[config.mk]
export PLATFORM = sky130hd
export DESIGN_NAME = keypad_code_ctrl_flat
export DESIGN_NICKNAME = d
export VERILOG_FILES = /design/src/rtl/keypad_code_if.sv /design/src/rtl/keypad_code_ctrl.sv /design/src/flat_wrapper.sv
export SDC_FILE = /design/constraint.sdc
export NUM_CORES = 1
export LEC_CHECK = 0
export BUFFER_PORTS_ARGS = -buffer_cell sky130_fd_sc_hd__buf_2
export CORE_ASPECT_RATIO = 0.7
export CORE_MARGIN = 1
export CORE_UTILIZATION = 31
export DETAILED_ROUTE_END_ITERATION = 10
export GPL_ROUTABILITY_DRIVEN = 0
export SKIP_LAST_GASP = 1
export SYNTH_ARGS = -nofsm -noshare
export SYNTH_HDL_FRONTEND = slang
export SYNTH_SLANG_ARGS = --single-unit
[constraint.sdc]
create_clock -name clk -period 2.4 [get_ports clk]
set_input_delay 0.12 -clock clk [delete_from_list [all_inputs] [get_ports clk]]
set_output_delay 0.12 -clock clk [all_outputs]
set_load 0.02 [all_outputs]
[src/rtl/keypad_code_if.sv]
// keypad_code_if: keypad scanner input and lock/indicator output bundle for keypad_code_ctrl.
interface keypad_code_if #(parameter int CODE_LEN = 4);
    logic [4:0]            key_value;
    logic                  key_ready;
    logic                  unlock;
    logic                  locked;
    logic                  fail_pulse;
    logic                  prog_mode;
    logic [3:0]            digit_count;
    logic [4*CODE_LEN-1:0] entry_buf;

    modport master(output key_value, key_ready,
                   input  unlock, locked, fail_pulse, prog_mode, digit_count, entry_buf);
    modport slave(input  key_value, key_ready,
                  output unlock, locked, fail_pulse, prog_mode, digit_count, entry_buf);
endinterface

[src/rtl/keypad_code_ctrl.sv]
// keypad_code_ctrl: debounced key events driving code entry, verify, lockout and code programming.
module keypad_code_ctrl #(
    parameter int                    CODE_LEN     = 4,
    parameter logic [4*CODE_LEN-1:0] DEFAULT_CODE = 16'h1234,
    parameter int                    MAX_FAIL     = 3,
    parameter int                    SETTLE_CYC   = 4,
    parameter int                    UNLOCK_CYC   = 25000000,
    parameter int                    LOCK_CYC     = 250000000
) (
    input logic          clk,
    input logic          rst,
    keypad_code_if.slave bus
);
    localparam int W  = 4*CODE_LEN;
    localparam int TW = $clog2(UNLOCK_CYC > LOCK_CYC ? UNLOCK_CYC : LOCK_CYC) + 1;
    localparam int FW = $clog2(MAX_FAIL + 1);
    localparam int SW = $clog2(SETTLE_CYC + 1);

    typedef enum logic [2:0] {IDLE, ENTRY, CHECK, UNLOCKED, PROGRAM, LOCKOUT} state_t;

    logic [1:0]    rdy_s;
    logic          rdy_q, busy, key_evt;
    logic [SW-1:0] settle;
    logic [4:0]    key_code;

    state_t        state, n_state;
    logic [W-1:0]  ebuf, n_ebuf, code, n_code, shifted;
    logic [3:0]    cnt, n_cnt;
    logic          ovf, n_ovf, fail_q, n_fail, full, match;
    logic [FW-1:0] fails, n_fails, nf;
    logic [TW-1:0] timer, n_timer;
    logic          is_dig, is_clr, is_ent, is_prg;

    // A press fires once, SETTLE_CYC cycles after the synchronised rise, and only if still held.
    always_ff @(posedge clk or posedge rst) begin
        if (rst) begin
            rdy_s    <= '0;
            rdy_q    <= 1'b0;
            busy     <= 1'b0;
            settle   <= '0;
            key_evt  <= 1'b0;
            key_code <= 5'd16;
        end else begin
            rdy_s   <= {rdy_s[0], bus.key_ready};
            rdy_q   <= rdy_s[1];
            key_evt <= 1'b0;
            if (rdy_s[1] && !rdy_q) begin
                busy   <= 1'b1;
                settle <= SW'(SETTLE_CYC - 1);
            end else if (busy && !rdy_s[1]) begin
                busy <= 1'b0;
            end else if (busy && settle == '0) begin
                busy     <= 1'b0;
                key_evt  <= 1'b1;
                key_code <= bus.key_value;
            end else if (busy) begin
                settle <= settle - 1'b1;
            end
        end
    end

    assign is_dig  = key_evt && key_code < 5'd10;
    assign is_clr  = key_evt && key_code == 5'd10;
    assign is_ent  = key_evt && key_code == 5'd11;
    assign is_prg  = key_evt && key_code == 5'd12;
    assign full    = cnt == 4'(CODE_LEN);
    assign shifted = (ebuf << 4) | W'(key_code[3:0]);
    assign match   = full && !ovf && ebuf == code;
    assign nf      = fails == FW'(MAX_FAIL) ? fails : fails + 1'b1;

    always_ff @(posedge clk or posedge rst) begin
        if (rst) begin
            state  <= IDLE;
            ebuf   <= '0;
            cnt    <= '0;
            ovf    <= 1'b0;
            fails  <= '0;
            code   <= DEFAULT_CODE;
            timer  <= '0;
            fail_q <= 1'b0;
        end else begin
            state  <= n_state;
            ebuf   <= n_ebuf;
            cnt    <= n_cnt;
            ovf    <= n_ovf;
            fails  <= n_fails;
            code   <= n_code;
            timer  <= n_timer;
            fail_q <= n_fail;
        end
    end

    // Timers load N-1 so unlock/locked stay high for exactly N cycles; expiry beats a same-cycle key.
    always_comb begin
        n_state = state;
        n_ebuf  = ebuf;
        n_cnt   = cnt;
        n_ovf   = ovf;
        n_fails = fails;
        n_code  = code;
        n_timer = timer;
        n_fail  = 1'b0;
        case (state)
            IDLE: if (is_dig) begin
                n_ebuf  = W'(key_code[3:0]);
                n_cnt   = 4'd1;
                n_state = ENTRY;
            end
            ENTRY, PROGRAM: begin
                if (is_dig && full) begin
                    n_ovf = 1'b1;
                end else if (is_dig) begin
                    n_ebuf = shifted;
                    n_cnt  = cnt + 4'd1;
                end else if (is_clr) begin
                    {n_ebuf, n_cnt, n_ovf} = '0;
                    n_state = state == PROGRAM ? PROGRAM : IDLE;
                end else if (is_ent && state == ENTRY) begin
                    n_state = CHECK;
                end else if ((is_ent || is_prg) && state == PROGRAM) begin
                    {n_ebuf, n_cnt, n_ovf} = '0;
                    n_state = IDLE;
                    n_code  = is_ent && full && !ovf ? ebuf : code;
                    n_fail  = is_ent && !(full && !ovf);
                end
            end
            CHECK: begin
                {n_ebuf, n_cnt, n_ovf} = '0;
                n_fail  = !match;
                n_fails = match ? '0 : nf;
                n_timer = match ? TW'(UNLOCK_CYC - 1) : TW'(LOCK_CYC - 1);
                n_state = match ? UNLOCKED : (nf == FW'(MAX_FAIL) ? LOCKOUT : IDLE);
            end
            UNLOCKED: begin
                n_timer = timer == '0 ? timer : timer - 1'b1;
                n_state = timer == '0 ? IDLE : (is_prg ? PROGRAM : UNLOCKED);
            end
            LOCKOUT: begin
                n_timer = timer == '0 ? timer : timer - 1'b1;
                n_fails = timer == '0 ? '0 : fails;
                n_state = timer == '0 ? IDLE : LOCKOUT;
            end
            default: n_state = IDLE;
        endcase
    end

    assign bus.unlock      = state == UNLOCKED;
    assign bus.locked      = state == LOCKOUT;
    assign bus.prog_mode   = state == PROGRAM;
    assign bus.fail_pulse  = fail_q;
    assign bus.digit_count = cnt;
    assign bus.entry_buf   = ebuf;
endmodule

[src/flat_wrapper.sv]
// flat-port wrapper written by rule: the top's interface ports become plain ports
module keypad_code_ctrl_flat 
#(
    parameter int                    CODE_LEN     = 4,
    parameter logic [4*CODE_LEN-1:0] DEFAULT_CODE = 16'h1234,
    parameter int                    MAX_FAIL     = 3,
    parameter int                    SETTLE_CYC   = 4,
    parameter int                    UNLOCK_CYC   = 25000000,
    parameter int                    LOCK_CYC     = 250000000
)
  (clk, rst, bus_key_value, bus_key_ready, bus_unlock, bus_locked, bus_fail_pulse, bus_prog_mode, bus_digit_count, bus_entry_buf);
  keypad_code_if #(.CODE_LEN(CODE_LEN)) bus_i ();
  input logic clk;
  input logic rst;
  input wire logic [$bits(bus_i.key_value)-1:0] bus_key_value;
  input wire logic [$bits(bus_i.key_ready)-1:0] bus_key_ready;
  output wire logic [$bits(bus_i.unlock)-1:0] bus_unlock;
  output wire logic [$bits(bus_i.locked)-1:0] bus_locked;
  output wire logic [$bits(bus_i.fail_pulse)-1:0] bus_fail_pulse;
  output wire logic [$bits(bus_i.prog_mode)-1:0] bus_prog_mode;
  output wire logic [$bits(bus_i.digit_count)-1:0] bus_digit_count;
  output wire logic [$bits(bus_i.entry_buf)-1:0] bus_entry_buf;
  assign bus_i.key_value = bus_key_value;
  assign bus_i.key_ready = bus_key_ready;
  assign bus_unlock = bus_i.unlock;
  assign bus_locked = bus_i.locked;
  assign bus_fail_pulse = bus_i.fail_pulse;
  assign bus_prog_mode = bus_i.prog_mode;
  assign bus_digit_count = bus_i.digit_count;
  assign bus_entry_buf = bus_i.entry_buf;
  keypad_code_ctrl #(.CODE_LEN(CODE_LEN), .DEFAULT_CODE(DEFAULT_CODE), .MAX_FAIL(MAX_FAIL), .SETTLE_CYC(SETTLE_CYC), .UNLOCK_CYC(UNLOCK_CYC), .LOCK_CYC(LOCK_CYC)) u_core (.clk(clk), .rst(rst), .bus(bus_i));
endmodule
### Word level (Yosys, flattened, before mapping)

Cells that the tools add are included.

* input bits: 8
* register bits: 85
* output and inout port bits: 24

* bitwise operators: 7
* $add $sub $neg: 4
* reduce and logical (&&, ||, !) cells: 40
* magnitude comparators: 1
* multiplexer cells: 56
* eq/ne operators: 25

Operators with widths (number)
* $mux 16: 6
* $pmux 29 s2: 1
* $mux 3: 16
* $pmux 16 s3: 1
* $logic_not 29->1: 1
* $mux 29: 1
* $sub 29x1->29 const B: 1
* $mux 28: 1
* $mux 4: 6
* $eq 16x16->1: 1
* $mux 1: 16
* $or 16x4->16: 1
* $eq 5x4->1 const B: 3
* $logic_and 1x1->1: 15
* $pmux 3 s5: 1
* $ne 4x1->1 const B: 3
* $pmux 4 s3: 1
* $ne 2x1->1 const B: 4
* $ne 4x2->1 const B: 2
* $reduce_and 4->1: 2
* $reduce_bool 2->1: 4
* $reduce_and 7->1: 1
* $eq 3x2->1 const B: 2
* $eq 3x3->1 const B: 2
* 21 further kinds: 41

### Longest topological paths before layout

* depth after elaboration: 10
* mapped depth: 10
* depth with buffers taken out: 8

### Worst setup path after synthesis

No wires, ideal clock.

* path type: reg2reg
* start: reg u_core.timer[0]
* end: reg u_core.timer[14]
* clock period less this slack: 2.323 ns
* data required time: 2.279 ns
* path slack: 0.077 ns
* data arrival time: 2.201 ns
* stages on the path, launching flop included: 10
* setup time: 0.121 ns
* path through: dfrtp_1 inv_1 ha_1 or4b_4 nor4_4 a31oi_4 nor2_4 buf_6 a21oi_1 o22a_1

* longest elaborated chain between the ends: 3
* elaborated cells on any way between the ends: 6
* those cells by class: 1 x add/sub; 1 x eq/ne; 2 x mux; 2 x reduce/logical

RTL lines
* start, declared: RTL line keypad_code_ctrl.sv:31 `logic [TW-1:0] timer, n_timer;`
* start signal, assigned: RTL line keypad_code_ctrl.sv:88 `timer <= n_timer;`
* $sub 29x1->29 / $logic_not 29->1 (equally long branches): RTL line keypad_code_ctrl.sv:135, keypad_code_ctrl.sv:139
* $mux 29 / $ne 2x2->1 (equally long branches)
* $pmux 29 s2 / $reduce_and 2->1 (equally long branches)

Several ways; a longest one is shown, not always the timed one. The select of a mux whose other input is x is not followed.
A chain may end at the register's enable or synchronous reset.

### Final worst setup path

* start: reg u_core.timer[1]
* end: reg u_core.timer[20]

Same word-level chain as after synthesis.

==> summary.md <==
| Metric | Value |
|---|---|
| Status | `completed` |
| CP Capture Type | `flop` |
| Final setup viols | `0` |
| Vias in the first global route | `3565` |
| R2R Path End | `u_core.timer[20]` |
| Most frequent cells in the layout | `dfrtp_1, nand2_1, nor2_1` |
| Clk buf depth | `2` |
| FF-to-FF path depth | `9` |
| First-pass GRT wire length | `17800 microns` |
| Area Growth Syn to Fin | `22.1%` |
| TritonRoute pass-1 iters | `5` |
| Reg2reg start | `u_core.timer[1]` |
| Slew @ Worst Pin | `0.731 ns` |
| Final WL | `10500 microns` |
| Io pins | `32` |
| Max VDD drop | `roughly 0.00034 V` |
| Power Density | `521 nW/um^2` |
| Worst reg-to-reg setup slack | `between 0.02 and 0.025 ns` |
| IO buf count | `31` |
| Dpl cell area | `between 4000 and 5000 sq um` |
| Avg Inst Size Synth | `about 9.5 sq um` |
| Syn Inst Count | `465` |
| RSZ-0062 raised after global routing | `yes` |
| Worst Hold Path EP | `u_core.rdy_s[1]` |
| Vias | `between 3000 and 4000` |
| CTS tree | `done` |
| Die Width | `145 microns` |
| Post-layout instance area | `roughly 5400 sq um` |
| Final Hold Slack | `between 0.3 and 0.4 ns` |
| Final #Nets | `between 500 and 600` |
| Post-route ant nets | `0` |
| Slew Viols, Final | `0` |
| Residual DRC | `0` |
| Final Hold Fails | `0` |
| Fin crit period | `2.38 ns` |
| Part of the cycle the worst path needs | `between 90 and 100%` |
| Post-synth top flop | `dfrtp_1` |
| Core area | `roughly 14000 sq um` |
| N_diodes | `0` |
| Post-synthesis register bit count | `85` |
| Crit path largest cell delay | `approximately 0.50 ns` |
| WP data arrival | `about 2.6 ns` |
| Slew HR | `51.2%` |
| Syn. warnings | `0` |
| Hold Path Origin | `u_core.rdy_s[0]` |
| Critical Path, Cell by Cell | `inv_1 -> ha_2 -> or4b_4 -> nor4_4 -> buf_4 -> nand2b_1 -> nor3_2 -> a31oi_1 -> o22a_1` |
| Total CTS buffers | `9` |
| Netlist Area Pre-Place | `between 4000 and 5000 sq um` |
| Rows | `36` |
| Die Ht | `about 100 microns` |
| Post-layout total power | `2.81 mW` |
| Delay-heaviest family, CP | `simple AND/OR/NAND/NOR gates` |
| Critical-path top delay cell | `or4b_4` |
| Synth cell types | `just over 60` |
| Fin Clk Skew | `a little under 0.006 ns` |
| Crit path buf inv count | `2` |
| Kind of critical path | `reg2reg` |
| Leakage | `approximately 2.5 nW` |
| Congestion Overflow GR | `0` |
| Data required, critical path | `2.62 ns` |
| Most common cell after layout, fill and taps aside | `dfrtp_1` |
| Synth async-reset ratio | `100%` |
| Initial core utilization | `31.8%` |
| Clock Tree Root | `clkbuf_16` |
| Sequential-to-total area share from yosys stat | `between 40% and 50%` |
| Die ar. | `about 15000 sq um` |
| HPWL Detailed | `roughly 7400 microns` |
| Clk_lat worst skew | `roughly 0.34 ns` |
| Hold Crit Depth | `0` |
| Fmax | `421 MHz` |
| Via density | `~5.0` |
| CP max FO | `5` |
| DRT iter0 DRCs | `273` |
| CTS clk-pin slew, worst paths | `approximately 0.06 ns` |
| Post-synth net total | `between 400 and 500` |
| Share of cells above drive strength 1 | `22.0%` |
| Min-Delay Path Class | `reg2reg` |
| GRT Total Usage | `approximately 16%` |
| Max_cap viols | `0` |
| H-tree levels | `3` |
| Worst Setup SP | `u_core.timer[1]` |
| Startpoint Class | `flop` |
| Num Clock Sinks | `85` |
| Largest net degree at the start of global routing | `between 40 and 50` |
| Initial antenna violation count | `0` |
| WL/cell | `approximately 15 microns` |
| EDFF count, synth | `0` |
[synthesized netlist by cell type (7+ instances only)]
cell	n	share of area, %
a31oi_1	13	1.8
xnor2_1	13	2.6
inv_1	18	1.5
nor2_1	40	3.4
o21ai_0	39	4.4
mux2_2	16	4.1
nor3_1	12	1.4
o22a_1	7	1.4
nand2_1	64	5.4
dfrtp_1	79	45
xor2_1	12	2.4
nand3_1	14	1.6
buf_2	8	0.90
a21oi_1	26	2.9
[area by class of cell]
cell class	count	area, sq um
clock buffer	13	240
clock inverter	3	22.5
fill	1394	8510
inverter	20	76.3
multi-input combinational	343	2150
sequential	85	2130
tap	190	238
timing repair buffer	73	544
[sequential cells by signal, summed over array words and instances (netlist names)]
name and cells:
u_core.fails 2, u_core.ovf 1, u_core.timer 29, u_core.state 3
u_core.bus.entry_buf 16, u_core.key_evt 1, u_core.settle 3, u_core.code 16
u_core.bus.fail_pulse 1, u_core.bus.digit_count 4, u_core.rdy_q 1, u_core.busy 1
u_core.rdy_s 2, u_core.key_code 5
[routing by layer]
layer  up-vias  share of wire, %  GRT usage, %
met5         -                 0             0
met4         0              0.94          4.62
met3         8               4.3          3.84
met2        83                44          23.6
met1      1764                51          21.8
li1       1803                 -             -
[cells by family (layout without fill, tap and decap cells)]
| group | after synthesis | in the layout | synth area share, % |
|---|---|---|---|
| flip-flops | 85 | 85 | 48.2 |
| XOR/XNOR | 25 | 25 | 4.94 |
| buffers and inverters | 37 | 109 | 3.79 |
| multiplexers | 17 | 17 | 4.29 |
| AND/OR/NAND/NOR | 178 | 178 | 20.7 |
| adder cells (fa/ha/maj) | 5 | 5 | 1.41 |
| AO/OA/AOI/OAI | 118 | 118 | 16.6 |
[power breakdown]
group	switching (mW)	internal, mW
sequential	0.0195	1.46
clock	0.546	0.703
combinational	0.0571	0.0326
total	0.623	2.19
[worst max path at each step]
stage,end,cells past startpoint
final,u_core.timer[20],9
after global routing,u_core.timer[12],9
after CTS,u_core.timer[12],9
after detailed placement,u_core.timer[12],9
after global placement,u_core.timer[19],8
after floorplan,u_core.timer[14],9
[stage by stage]
stage / TNS [ns] / cells / worst slack [ns] / util [%]
global route: -1.27 / 727 / -0.106 / 38.8
finish: 0 / 727 / 0.0230 / 38.8
CTS: 0 / 718 / 0.0515 / 38.1
floorplan: 0 / 465 / 0.0775 / -
detailed placement: 0 / 695 / 0.0637 / 35.7
global placement: 0 / 695 / 0.120 / 35.7
[what timing repair did]
item | in CTS | in global routing
endpoints found under the setup margin | 0 | 12
setup buffers | 0 | 7
resized for setup | 0 | 5
hold buffers | 7 | 0
hold endpoints to repair | 42 | 0
Note: power is estimated with default switching activity, not from simulation.
